## config.mk

```make
export PLATFORM = sky130hd
export DESIGN_NAME = ram_stream_reader_flat
export DESIGN_NICKNAME = d
export VERILOG_FILES = /design/src/rtl/ram_stream_reader_if.sv /design/src/rtl/ram_stream_reader.sv /design/src/flat_wrapper.sv
export SDC_FILE = /design/constraint.sdc
export NUM_CORES = 1
export LEC_CHECK = 0
export CAP_MARGIN = 30
export CORE_ASPECT_RATIO = 0.5
export CORE_MARGIN = 5
export CORE_UTILIZATION = 30
export CTS_CLUSTER_DIAMETER = 80
export CTS_CLUSTER_SIZE = 24
export DETAILED_ROUTE_END_ITERATION = 16
export GPL_ROUTABILITY_DRIVEN = 0
export PLACE_DENSITY = 0.55
export SYNTH_ARGS = -nofsm -noshare
export SYNTH_HDL_FRONTEND = slang
export SYNTH_SLANG_ARGS = --single-unit
```

## constraint.sdc

```tcl
create_clock -name clk -period 2.9 [get_ports clk]
set_input_delay 0.58 -clock clk [delete_from_list [all_inputs] [get_ports clk]]
set_output_delay 0.58 -clock clk [all_outputs]
set_load 0.01 [all_outputs]
```

## src/rtl/ram_stream_reader_if.sv

```systemverilog
// ram_stream_reader_if: command, RAM port and output stream signals of the burst reader
interface ram_stream_reader_if #(
  parameter int data_width = 8,
  parameter int address_width = 7
);
  logic cmd_valid;
  logic cmd_ready;
  logic [address_width-1:0] cmd_addr;
  logic [address_width:0] cmd_len;
  logic ram_we;
  logic [address_width-1:0] ram_add;
  logic [data_width-1:0] ram_data_w;
  logic [data_width-1:0] ram_data_r;
  logic out_valid;
  logic out_ready;
  logic [data_width-1:0] out_data;
  logic out_last;
  logic busy;
  logic done;
  modport master (
    input cmd_valid, cmd_addr, cmd_len, ram_data_r, out_ready,
    output cmd_ready, ram_we, ram_add, ram_data_w, out_valid, out_data, out_last, busy, done
  );
  modport slave (
    output cmd_valid, cmd_addr, cmd_len, ram_data_r, out_ready,
    input cmd_ready, ram_we, ram_add, ram_data_w, out_valid, out_data, out_last, busy, done
  );
endinterface

```

## src/rtl/ram_stream_reader.sv

```systemverilog
// ram_stream_reader: burst reader that streams sequential RAM words out through a 2-entry buffer
module ram_stream_reader #(
  parameter int data_width = 8,
  parameter int address_width = 7
) (
  input logic clk,
  input logic rst_n,
  ram_stream_reader_if.master bus
);
  typedef enum logic [1:0] {IDLE, READ, DRAIN} state_t;
  state_t state, state_next;
  logic [address_width:0] issue_cnt, deliver_cnt;
  logic [address_width-1:0] add;
  logic [data_width-1:0] fifo [2];
  logic [1:0] count;
  logic pending, done_q, wr_ptr, rd_ptr;
  logic cmd_ready, busy, issue, accept, pop, last_pop;
  assign accept = bus.cmd_valid && cmd_ready;
  assign pop = (count != 2'd0) && bus.out_ready;
  assign last_pop = pop && (deliver_cnt == 1);
  // state register
  always_ff @(posedge clk or negedge rst_n)
    if (!rst_n) state <= IDLE;
    else state <= state_next;
  // next state: start on a non-empty command, drain once every read is issued, finish on the last pop
  always_comb begin
    state_next = state;
    if (state == IDLE && accept && bus.cmd_len != 0) state_next = READ;
    else if (state == READ && issue && issue_cnt == 1) state_next = DRAIN;
    else if (state == DRAIN && last_pop) state_next = IDLE;
  end
  // outputs: a read issues only while buffer plus in-flight read, after this cycle's pop, stays below 2
  always_comb begin
    cmd_ready = state == IDLE;
    busy = state != IDLE;
    issue = state == READ && issue_cnt != 0 && ({1'b0, count} + 3'(pending)) < (3'd2 + 3'(pop));
  end
  // datapath: address/counters, in-flight read flag, buffer and completion pulse
  always_ff @(posedge clk or negedge rst_n)
    if (!rst_n) begin
      add <= '0;
      issue_cnt <= '0;
      deliver_cnt <= '0;
      pending <= 1'b0;
      fifo[0] <= '0;
      fifo[1] <= '0;
      wr_ptr <= 1'b0;
      rd_ptr <= 1'b0;
      count <= 2'd0;
      done_q <= 1'b0;
    end else begin
      if (accept && bus.cmd_len != 0) begin
        add <= bus.cmd_addr;
        issue_cnt <= bus.cmd_len;
        deliver_cnt <= bus.cmd_len;
      end else begin
        if (issue) begin
          add <= add + 1'b1;
          issue_cnt <= issue_cnt - 1'b1;
        end
        if (pop) deliver_cnt <= deliver_cnt - 1'b1;
      end
      pending <= issue;
      if (pending) begin
        fifo[wr_ptr] <= bus.ram_data_r;
        wr_ptr <= !wr_ptr;
      end
      if (pop) rd_ptr <= !rd_ptr;
      count <= count + 2'(pending) - 2'(pop);
      done_q <= (accept && bus.cmd_len == 0) || last_pop;
    end
  assign bus.cmd_ready = cmd_ready;
  assign bus.busy = busy;
  assign bus.done = done_q;
  assign bus.ram_we = 1'b0;
  assign bus.ram_data_w = '0;
  assign bus.ram_add = add;
  assign bus.out_valid = count != 2'd0;
  assign bus.out_data = fifo[rd_ptr];
  assign bus.out_last = (count != 2'd0) && (deliver_cnt == 1);
endmodule
```

## src/flat_wrapper.sv

```systemverilog
// flat-port wrapper written by rule: the top's interface ports become plain ports
module ram_stream_reader_flat 
#(
  parameter int data_width = 8,
  parameter int address_width = 7
)
  (clk, rst_n, bus_cmd_valid, bus_cmd_addr, bus_cmd_len, bus_ram_data_r, bus_out_ready, bus_cmd_ready, bus_ram_we, bus_ram_add, bus_ram_data_w, bus_out_valid, bus_out_data, bus_out_last, bus_busy, bus_done);
  ram_stream_reader_if #(.data_width(data_width), .address_width(address_width)) bus_i ();
  input logic clk;
  input logic rst_n;
  input wire logic [$bits(bus_i.cmd_valid)-1:0] bus_cmd_valid;
  input wire logic [$bits(bus_i.cmd_addr)-1:0] bus_cmd_addr;
  input wire logic [$bits(bus_i.cmd_len)-1:0] bus_cmd_len;
  input wire logic [$bits(bus_i.ram_data_r)-1:0] bus_ram_data_r;
  input wire logic [$bits(bus_i.out_ready)-1:0] bus_out_ready;
  output wire logic [$bits(bus_i.cmd_ready)-1:0] bus_cmd_ready;
  output wire logic [$bits(bus_i.ram_we)-1:0] bus_ram_we;
  output wire logic [$bits(bus_i.ram_add)-1:0] bus_ram_add;
  output wire logic [$bits(bus_i.ram_data_w)-1:0] bus_ram_data_w;
  output wire logic [$bits(bus_i.out_valid)-1:0] bus_out_valid;
  output wire logic [$bits(bus_i.out_data)-1:0] bus_out_data;
  output wire logic [$bits(bus_i.out_last)-1:0] bus_out_last;
  output wire logic [$bits(bus_i.busy)-1:0] bus_busy;
  output wire logic [$bits(bus_i.done)-1:0] bus_done;
  assign bus_i.cmd_valid = bus_cmd_valid;
  assign bus_i.cmd_addr = bus_cmd_addr;
  assign bus_i.cmd_len = bus_cmd_len;
  assign bus_i.ram_data_r = bus_ram_data_r;
  assign bus_i.out_ready = bus_out_ready;
  assign bus_cmd_ready = bus_i.cmd_ready;
  assign bus_ram_we = bus_i.ram_we;
  assign bus_ram_add = bus_i.ram_add;
  assign bus_ram_data_w = bus_i.ram_data_w;
  assign bus_out_valid = bus_i.out_valid;
  assign bus_out_data = bus_i.out_data;
  assign bus_out_last = bus_i.out_last;
  assign bus_busy = bus_i.busy;
  assign bus_done = bus_i.done;
  ram_stream_reader #(.data_width(data_width), .address_width(address_width)) u_core (.clk(clk), .rst_n(rst_n), .bus(bus_i));
endmodule
```

==> out/metrics.cfg, run 1 <==
[run_status]
status=finished clean

[grt]
antenna_found_initial=0
grt-ovfl-total=0
grt_max_degree=40
grtUsageTotal=0.107
grt_pass1_vias=1864
grt_pass1_wl_mm=9.06

[clocking]
clock_sinks=47
holdBufCountCts=0
cts_tree=built
htreeDepth=2
cts_resized=0
cts-buffers-inserted=5
post_cts_buffers=0
clk_latency_ns=0.29
clk_pin_slew_ns=0.06
ctsRootBufferMaster=clkbuf_16
clk_path_buf_depth=2

[floorplanning]
ios=56
fp.dieW_um=139
core_area_sq_um=8030
initial_core_util=0.310
rows=23
die_y_um=74.4
fp.dieArea_sq_um=10300

[worst_setup_path]
crit_path_start_kind=flip-flop
crit_path_max_fanout=4
path_class=reg -> out
crit_path_max_incr_delay_ns=0.54
cp-end-kind=output port
cp.required_ns=2.32
critPathSlowestCell=clkdlybuf4s50_1
crit_chain=or3_1 > nor3_1 > and4b_1 > clkdlybuf4s50_1
arrival_ns=2.24

[yosys]
ys_top_cells_by_count=dfrtp_1, mux2_2, o21ai_0, nand2_1, nor2_1
yosys_warnings=0
ys.flop_type=dfrtp_1
synthTopCellsByArea=dfrtp_1, mux2_2, ha_1
syn_avg_cell_area_sq_um=10.5
yosysMostFrequentCell=dfrtp_1
yosysTopAreaCellShare=0.473
synth-async-reset-ratio=1.00
yosysUniqueCellTypes=43
synth_cells=236
syn-cell-area_sq_um=2490
synth_edf_count=0
ys_seq_elements=47
yosysTopAreaCell=dfrtp_1
yosysSeqAreaShare=0.473

[timing]
finClkSkew_ns=0.00422
hold_viol=0
finalSetupViolations=0
slew_headroom=0.407
fin_crit_ns=2.82
layout_setup_ws_ns=0.0837
period_share=0.971
clock.fmax_mhz=355
slew_violations=0
worst_slew_pin_slew_ns=0.882
rsz0062_at_grt=no
setup_tns_ns=0

[drt]
wl_per_cell_um=13.9
routed_wl_mm=5.54
drt_iter0_drc=132
drc=0
first_pass_iters=4
wl_met3_um=319
vias=1883
viasPerCell=4.73
top_layer_used=met4
ant_nets=0
drt-met1-wl_mm=2.49
wl_met2_mm=2.66

[placed_design]
place_ws_ns=0.211
placed_area_sq_um=3050
portBuffers=46
hpwl_mm=4.22

[power]
p_per_area_nw_per_um2=1110
ir_drop_uv=294
p_leak_uw=0.00140
finalPower_uw=3580

[final_layout]
layout.nets=322
diodes=0
fin_area_sq_um=3230
drive_above_1_share=0.164
area_growth_pct=29.7

[min_path]
min_path_type=in -> async

[job]
cap_violations=0

worst max-delay path: cells and delay by family (launching register included):
kind	cells	cell delay, ns
buf+inv	1	0.54
simple gates	3	1.00
flops	1	0.42
placed cells by master, fill, tap and decap left out, types with 2 or more instances in the layout:
master	synthesis	layout
a21o_1	6	6
a21oi_1	4	4
a221o_1	2	2
a31oi_1	3	3
and3_1	2	2
buf_4	10	4
clkbuf_16	0	5
clkdlybuf4s50_1	0	45
conb_1	1	9
dfrtp_1	47	47
ha_1	10	10
inv_1	10	10
mux2_2	24	24
nand2_1	19	19
nand3_1	5	5
nor2_1	12	12
nor3_1	7	7
nor4_1	3	3
o21ai_0	24	24
o22ai_1	2	2
o31ai_1	3	3
o41ai_2	2	2
or2_2	2	2
or3_1	4	4
xnor2_1	8	8
xor2_1	3	3
metrics by stage:
step	std cells	hold WS [ns]	util
after CTS	398	0.147	0.402
final	398	0.142	0.402
after detailed placement	390	0.454	0.380
after global routing	398	0.160	0.402
after floorplan	244	0.284	-
after global placement	389	0.477	0.378
routing by layer:
metal | vias up | track usage
met5 | - | 0
met4 | 0 | 0.0293
met3 | 7 | 0.0238
met2 | 40 | 0.186
met1 | 921 | 0.139
li1 | 915 | -
flip-flops by register name, summed over array words and instances, names as in the netlist:
| name | cells |
|---|---|
| u_core.wr_ptr | 1 |
| u_core.count | 2 |
| u_core.bus.ram_add | 7 |
| u_core.pending | 1 |
| u_core.rd_ptr | 1 |
| u_core.state | 2 |
| u_core.bus.done | 1 |
| u_core.fifo | 16 |
| u_core.deliver_cnt | 8 |
| u_core.issue_cnt | 8 |
power breakdown:
group / internal [uW] / switching (uW) / total (uW)
sequential: 976 / 262 / 1240
clock: 429 / 247 / 676
combinational: 888 / 780 / 1670
total: 2290 / 1290 / 3580
kinds of logic (layout without fill, tap and decap cells):
group           after synthesis  in the layout  synth area share
other cells                   1              9           0.00151
compound gates               52             52             0.136
fa+ha+maj                    10             10            0.0503
xor+xnor                     11             11            0.0387
simple gates                 63             63             0.131
buf+inv                      28             70            0.0609
flops                        47             47             0.473
mux                          24             24             0.109
final timing paths:
kind | start | cells after the start | to | slack [ns]
max in group asynchronous | rst_n | 2 | u_core.count[1] | 2.28
min in group clk | u_core.wr_ptr | 1 | u_core.wr_ptr | 0.50
worst max-delay path | u_core.deliver_cnt[2] | 4 | bus_out_last | 0.08
worst max register to register | u_core.pending | 6 | u_core.issue_cnt[7] | 0.33
worst min-delay path | rst_n | 1 | u_core.deliver_cnt[6] | 0.14
worst min register to register | u_core.wr_ptr | 1 | u_core.wr_ptr | 0.50
final cells by class:
type | count | area [sq um]
multi-input combinational | 169 | 1190
sequential | 47 | 1180
fill | 784 | 4800
timing repair buffer | 51 | 505
tap | 112 | 140
clock inverter | 2 | 35.0
clock buffer | 6 | 139
inverter | 11 | 41.3
Note: power is estimated with default switching activity, not from simulation.
==> inputs of run 2 (changes only) <==
--- a/config.mk
+++ b/config.mk
@@ -14,6 +14,8 @@
 export DETAILED_ROUTE_END_ITERATION = 16
 export GPL_ROUTABILITY_DRIVEN = 0
 export PLACE_DENSITY = 0.55
+export SLEW_MARGIN = 20
 export SYNTH_ARGS = -nofsm -noshare
 export SYNTH_HDL_FRONTEND = slang
 export SYNTH_SLANG_ARGS = --single-unit
+export TNS_END_PERCENT = 100
==> run 2 against run 1 <==
  * Combinational power hardly changed
  * Utilization is 0.30 points lower
  * Register-to-register slack better by 0.02 ns
  * Fmax is 5.2% higher
  * First-iteration DRC count is 23% lower
  * Worst setup slack better by 0.14 ns
  * Sequential cell count stayed put
==> out/metrics.cfg, run 2 (synthesis gave the netlist of run 1 again) <==
[run_status]
status=finished clean

[final_layout]
top_register=u_core.fifo
final_common_cell=dfrtp_1
layout_common_cells=dfrtp_1, clkdlybuf4s50_1, mux2_2, o21ai_0, nand2_1
diodes=0  ; unchanged
largest_reg_flops=16  ; unchanged
drive_above_1_share=0.171  ; +0.00640
regArea_sq_um=1180  ; unchanged
area_growth_pct=28.8
nFillCells=779  ; -0.64%
top_regs=u_core.fifo x16, u_core.deliver_cnt x8, u_core.issue_cnt x8
layout.nets=323  ; +0.31%
multi_input_area_sq_um=1190  ; +0.42%

[clocking]
htreeDepth=2  ; unchanged
clk_latency_ns=0.28  ; about the same
ctsRootBufferMaster=clkbuf_16
cts-buffers-inserted=5  ; unchanged
clk_path_buf_depth=2  ; unchanged
clk_pin_slew_ns=0.06  ; about the same
post_cts_buffers=0  ; unchanged
clock_sinks=47  ; unchanged
cts_tree=built

[power]
p_seq_frac=0.358  ; +0.012
swShare=0.371  ; +0.0110
p_int_uw=2190  ; -4.6%
p_comb_frac=0.483  ; +0.017
power_frac_clock=0.159  ; -0.030
switchingPower_uw=1290  ; about the same
p_leak_uw=0.00139  ; -0.52%
p_per_area_nw_per_um2=1090  ; -2.2%
ir_drop_uv=284  ; -3.7%

[timing]
finalSetupViolations=0  ; unchanged
hold_viol=0  ; unchanged
slew_headroom=0.421  ; +0.0142
rsz0062_at_grt=no
layout_setup_ws_ns=0.223  ; +0.139 ns
slew_violations=0  ; unchanged
setup_tns_ns=0  ; unchanged
worst_slew_pin_slew_ns=0.866  ; -0.0156 ns
period_share=0.923  ; -0.0480
finClkSkew_ns=0.00611  ; +0.00189 ns
fin_crit_ns=2.68  ; -0.139 ns
clock.fmax_mhz=374  ; +5.2%

[worst_setup_path]
path_class=reg -> out
cp.required_ns=2.32  ; about the same
crit_path_max_incr_delay_ns=0.54  ; about the same
reg2reg_slack_ns=0.35  ; +0.02 ns
arrival_ns=2.10  ; -0.14 ns
crit_path_max_fanout=4  ; unchanged
critPathSlowestCell=clkdlybuf4s50_1
crit_chain=or3_1 > nor3_2 > and4b_1 > clkdlybuf4s50_1
cp-end-kind=output port
crit_path_start_kind=flip-flop

[drt]
top_layer_used=met4
first_pass_iters=4  ; unchanged
wl_met3_um=241  ; -24%
wl_met2_mm=2.57  ; -3.3%
drt_iter0_drc=102  ; -23%
ant_nets=0  ; unchanged
drc=0  ; unchanged
drt-met1-wl_mm=2.68  ; +7.4%
vias=1872  ; -0.58%
viasPerCell=4.69  ; -0.83%
wl_per_cell_um=13.9  ; -0.29%
routed_wl_mm=5.54  ; about the same

[grt]
grt_max_degree=27  ; -33%
grt_pass1_vias=1871  ; +0.38%
grt_pass1_wl_mm=9.20  ; +1.6%
grtUsageTotal=0.111  ; +0.00319
antenna_found_initial=0  ; unchanged
grt-ovfl-total=0  ; unchanged

[floorplanning]
rows=23  ; unchanged
core_area_sq_um=8030  ; unchanged
ios=56  ; unchanged
initial_core_util=0.310  ; unchanged
fp.dieArea_sq_um=10300  ; unchanged
fp.dieW_um=139  ; unchanged
die_y_um=74.4  ; unchanged

[job]
cap_violations=0  ; unchanged

[placed_design]
hpwl_mm=4.26  ; +0.83%
portBuffers=46  ; unchanged
place_ws_ns=0.194  ; -0.0173 ns

[min_path]
min_path_type=in -> async

[run 2: worst paths after layout]
check,start,endpoint,cells after the start
max reg2reg,u_core.pending,u_core.bus.ram_add[4],7
max,u_core.deliver_cnt[2],bus_out_last,4
max in group asynchronous,rst_n,u_core.fifo[4],2
min,rst_n,u_core.deliver_cnt[6],1
min reg2reg,u_core.wr_ptr,u_core.wr_ptr,1
min in group clk,u_core.wr_ptr,u_core.wr_ptr,1
[run 2: final cells by class]
type	count	share of cell area
multi-input cells	169	0.373
flip-flops and latches	47	0.367
repair buffers	52	0.159
well taps	112	0.0437
clock buffers	5	0.0391
inverters	11	0.0129
clock inverters	3	0.00469
[run 2: per-layer routing]
metal | global-route usage | up-vias
li1 | - | 923
met1 | 0.148 | 910
met2 | 0.185 | 35
met3 | 0.0257 | 4
met4 | 0.0260 | 0
met5 | 0 | -
[run 2: worst max-delay path, delay by kind of cell, from the launching register on]
family | cells | cell delay (ns)
DFF | 1 | 0.41
buffers and inverters | 1 | 0.54
and+or+nand+nor | 3 | 0.87
[run 2: power by group through the flow]
stage	sequential [uW]	combinational (uW)	clock, uW
3_5_place_dp	1250	1680	0
4_1_cts	1240	1690	576
5_1_grt	1290	1870	604
3_3_place_gp	1230	1650	0
6_report	1240	1680	552
2_1_floorplan	1180	1160	0
[run 2: per-stage QoR]
stage	utilization	hold WS (ns)	std cells	area [sq um]	total power [uW]
finish	0.399	0.277	399	3200	3480
global route	0.399	0.325	399	3200	3770
CTS	0.398	0.289	398	3190	3510
detailed placement	0.380	0.487	390	3050	2930
global placement	0.378	0.477	389	3030	2870
floorplan	-	0.284	244	2520	2340
[run 2: what timing repair did]
action,4_1_cts,5_1_grt
hold buffers,0,0
endpoints found under the setup margin,0,1
gates resized for setup,0,1
==> inputs of run 3 (changes only) <==
--- a/config.mk
+++ b/config.mk
@@ -7,7 +7,6 @@
 export LEC_CHECK = 0
 export CAP_MARGIN = 30
 export CORE_ASPECT_RATIO = 0.5
-export CORE_MARGIN = 5
 export CORE_UTILIZATION = 30
 export CTS_CLUSTER_DIAMETER = 80
 export CTS_CLUSTER_SIZE = 24
==> run 3 against run 2 <==
  * Worst setup slack worse by 0.021 ns
  * Critical path type unchanged
  * Clock skew up 0.00064 ns
  * Largest power group unchanged
  * Cell count up 0.50%
  * Critical path depth unchanged
==> out/metrics.cfg, run 3 (synthesis gave the netlist of run 1 again) <==
[run_status]
status=finished clean

[floorplanning]
die_y_um=66.4  ; -11%
fp.dieArea_sq_um=8680  ; -16%
initial_core_util=0.310  ; unchanged
ios=56  ; unchanged
fp.dieW_um=131  ; -5.8%
rows=23  ; unchanged
core_area_sq_um=8030  ; unchanged

[worst_setup_path]
crit_path_max_fanout=4  ; unchanged
critPathBufInv=1  ; unchanged
crit_path_start_kind=flip-flop
reg2reg_to=u_core.issue_cnt[2]
crit_path_max_incr_delay_ns=0.53  ; about the same
cp-end-kind=output port
crit_start=u_core.deliver_cnt[2]
crit_family=simple AND/OR/NAND/NOR gates
rr_worst_depth=6  ; -1
cp.required_ns=2.32  ; about the same
reg2reg_slack_ns=0.37  ; +0.02 ns
critPathSlowestCell=clkdlybuf4s50_1
path_class=reg -> out
crit-reg2reg-launch=u_core.pending
arrival_ns=2.12  ; +0.02 ns
crit_chain=or3_1 > nor3_2 > and4b_1 > clkdlybuf4s50_1

[drt]
drc=0  ; unchanged
wl_per_cell_um=13.5  ; -2.8%
first_pass_iters=4  ; unchanged
routed_wl_mm=5.41  ; -2.3%
vias=1865  ; -0.37%
viasPerCell=4.65  ; -0.87%
drt_iter0_drc=113  ; +11%
ant_nets=0  ; unchanged

[clocking]
cts_tree=built
post_cts_buffers=0  ; unchanged
clk_pin_slew_ns=0.07  ; about the same
clk_path_buf_depth=2  ; unchanged
htreeDepth=2  ; unchanged
cts-buffers-inserted=5  ; unchanged
clock_sinks=47  ; unchanged
ctsRootBufferMaster=clkbuf_16
cts_resized=0  ; unchanged
clk_latency_ns=0.29  ; about the same
holdBufCountCts=0  ; unchanged

[timing]
clock.fmax_mhz=371  ; -0.78%
setup_tns_ns=0  ; unchanged
slew_headroom=0.405  ; -0.0160
finClkSkew_ns=0.00676  ; +0.000644 ns
fin_crit_ns=2.70  ; +0.0211 ns
period_share=0.930  ; +0.00727
slew_violations=0  ; unchanged
finalSetupViolations=0  ; unchanged
finalHoldWorstSlack_ns=0.314  ; +0.0372 ns
hold_viol=0  ; unchanged
rsz0062_at_grt=no
layout_setup_ws_ns=0.202  ; -0.0211 ns
worst_slew_pin_slew_ns=0.884  ; +0.0182 ns

[power]
p_leak_uw=0.00141  ; +1.7%
ir_drop_uv=305  ; +7.7%
p_per_area_nw_per_um2=1120  ; +3.0%

[placed_design]
place_ws_ns=0.240  ; +0.0465 ns
portBuffers=46  ; unchanged
hpwl_mm=4.11  ; -3.6%

[min_path]
min_path_type=in -> async

[grt]
grt_pass1_vias=1824  ; -2.5%
antenna_found_initial=0  ; unchanged
grt-ovfl-total=0  ; unchanged
grt_pass1_wl_mm=8.91  ; -3.2%
grt_max_degree=29  ; +7.4%
grtUsageTotal=0.136  ; +0.0258

[final_layout]
top_register=u_core.fifo
top_regs=u_core.fifo x16, u_core.deliver_cnt x8, u_core.issue_cnt x8
drive_above_1_share=0.176  ; +0.00574
diodes=0  ; unchanged
layout_common_cells=dfrtp_1, clkdlybuf4s50_1, mux2_2, o21ai_0, nand2_1
final_common_cell=dfrtp_1
largest_reg_flops=16  ; unchanged
area_growth_pct=31.1
layout.nets=325  ; +0.62%

[job]
cap_violations=0  ; unchanged

==> run 3: cell types whose count changed in the layout (fill, tap and decap cells not counted) <==
cell | previous run | this run
buf_12 | 1 | 0
clkinv_2 | 3 | 0
buf_4 | 4 | 8
clkinvlp_4 | 0 | 1
clkbuf_2 | 1 | 0
bufinv_16 | 0 | 2
==> run 3: stage by stage <==
step / cells / power, uW / instance area (sq um) / utilization
5_1_grt: 401 / 3950 / 3260 / 0.406
2_1_floorplan: 244 / 2340 / 2520 / -
6_report: 401 / 3640 / 3260 / 0.406
3_5_place_dp: 393 / 2930 / 3060 / 0.381
3_3_place_gp: 393 / 2880 / 3060 / 0.381
4_1_cts: 401 / 3690 / 3260 / 0.405
==> run 3: per-layer routing <==
metal | share of wire | track usage | vias to the layer above
li1 | - | - | 930
met1 | 0.48 | 0.182 | 890
met2 | 0.46 | 0.216 | 41
met3 | 0.042 | 0.0340 | 4
met4 | 0.0081 | 0.0445 | 0
met5 | 0 | 0 | -
==> run 3: final cells by class <==
type	count	area [sq um]
Sequential cell	47	1180
Tap cell	112	140
Clock buffer	5	125
Timing Repair Buffer	54	515
Inverter	11	41.3
Multi-Input combinational cell	169	1190
Fill cell	792	4770
Clock inverter	3	67.6
==> run 3: report_power, final <==
| group | switching, uW | internal, uW | leakage [uW] |
|---|---|---|---|
| sequential | 264 | 976 | 0.000560 |
| combinational | 779 | 889 | 0.000765 |
| clock | 243 | 494 | 0.0000900 |
| total | 1290 | 2360 | 0.00141 |
==> run 3: worst reg2reg max path, cell delays in order (launching register included) <==
cell	delay, ns
dfrtp_1	0.43
ha_1	0.22
ha_1	0.19
or3b_4	0.39
o31ai_1	0.76
o21ai_0	0.22
a21o_1	0.22
==> run 3: worst max-delay path by stage <==
stage,endpoint,slack [ns],depth (start not counted)
floorplan,u_core.bus.ram_add[5],0.69,7
global placement,u_core.bus.ram_add[2],0.27,6
detailed placement,u_core.issue_cnt[2],0.24,6
CTS,bus_out_last,0.05,4
global route,bus_out_last,0.13,4
finish,bus_out_last,0.20,4
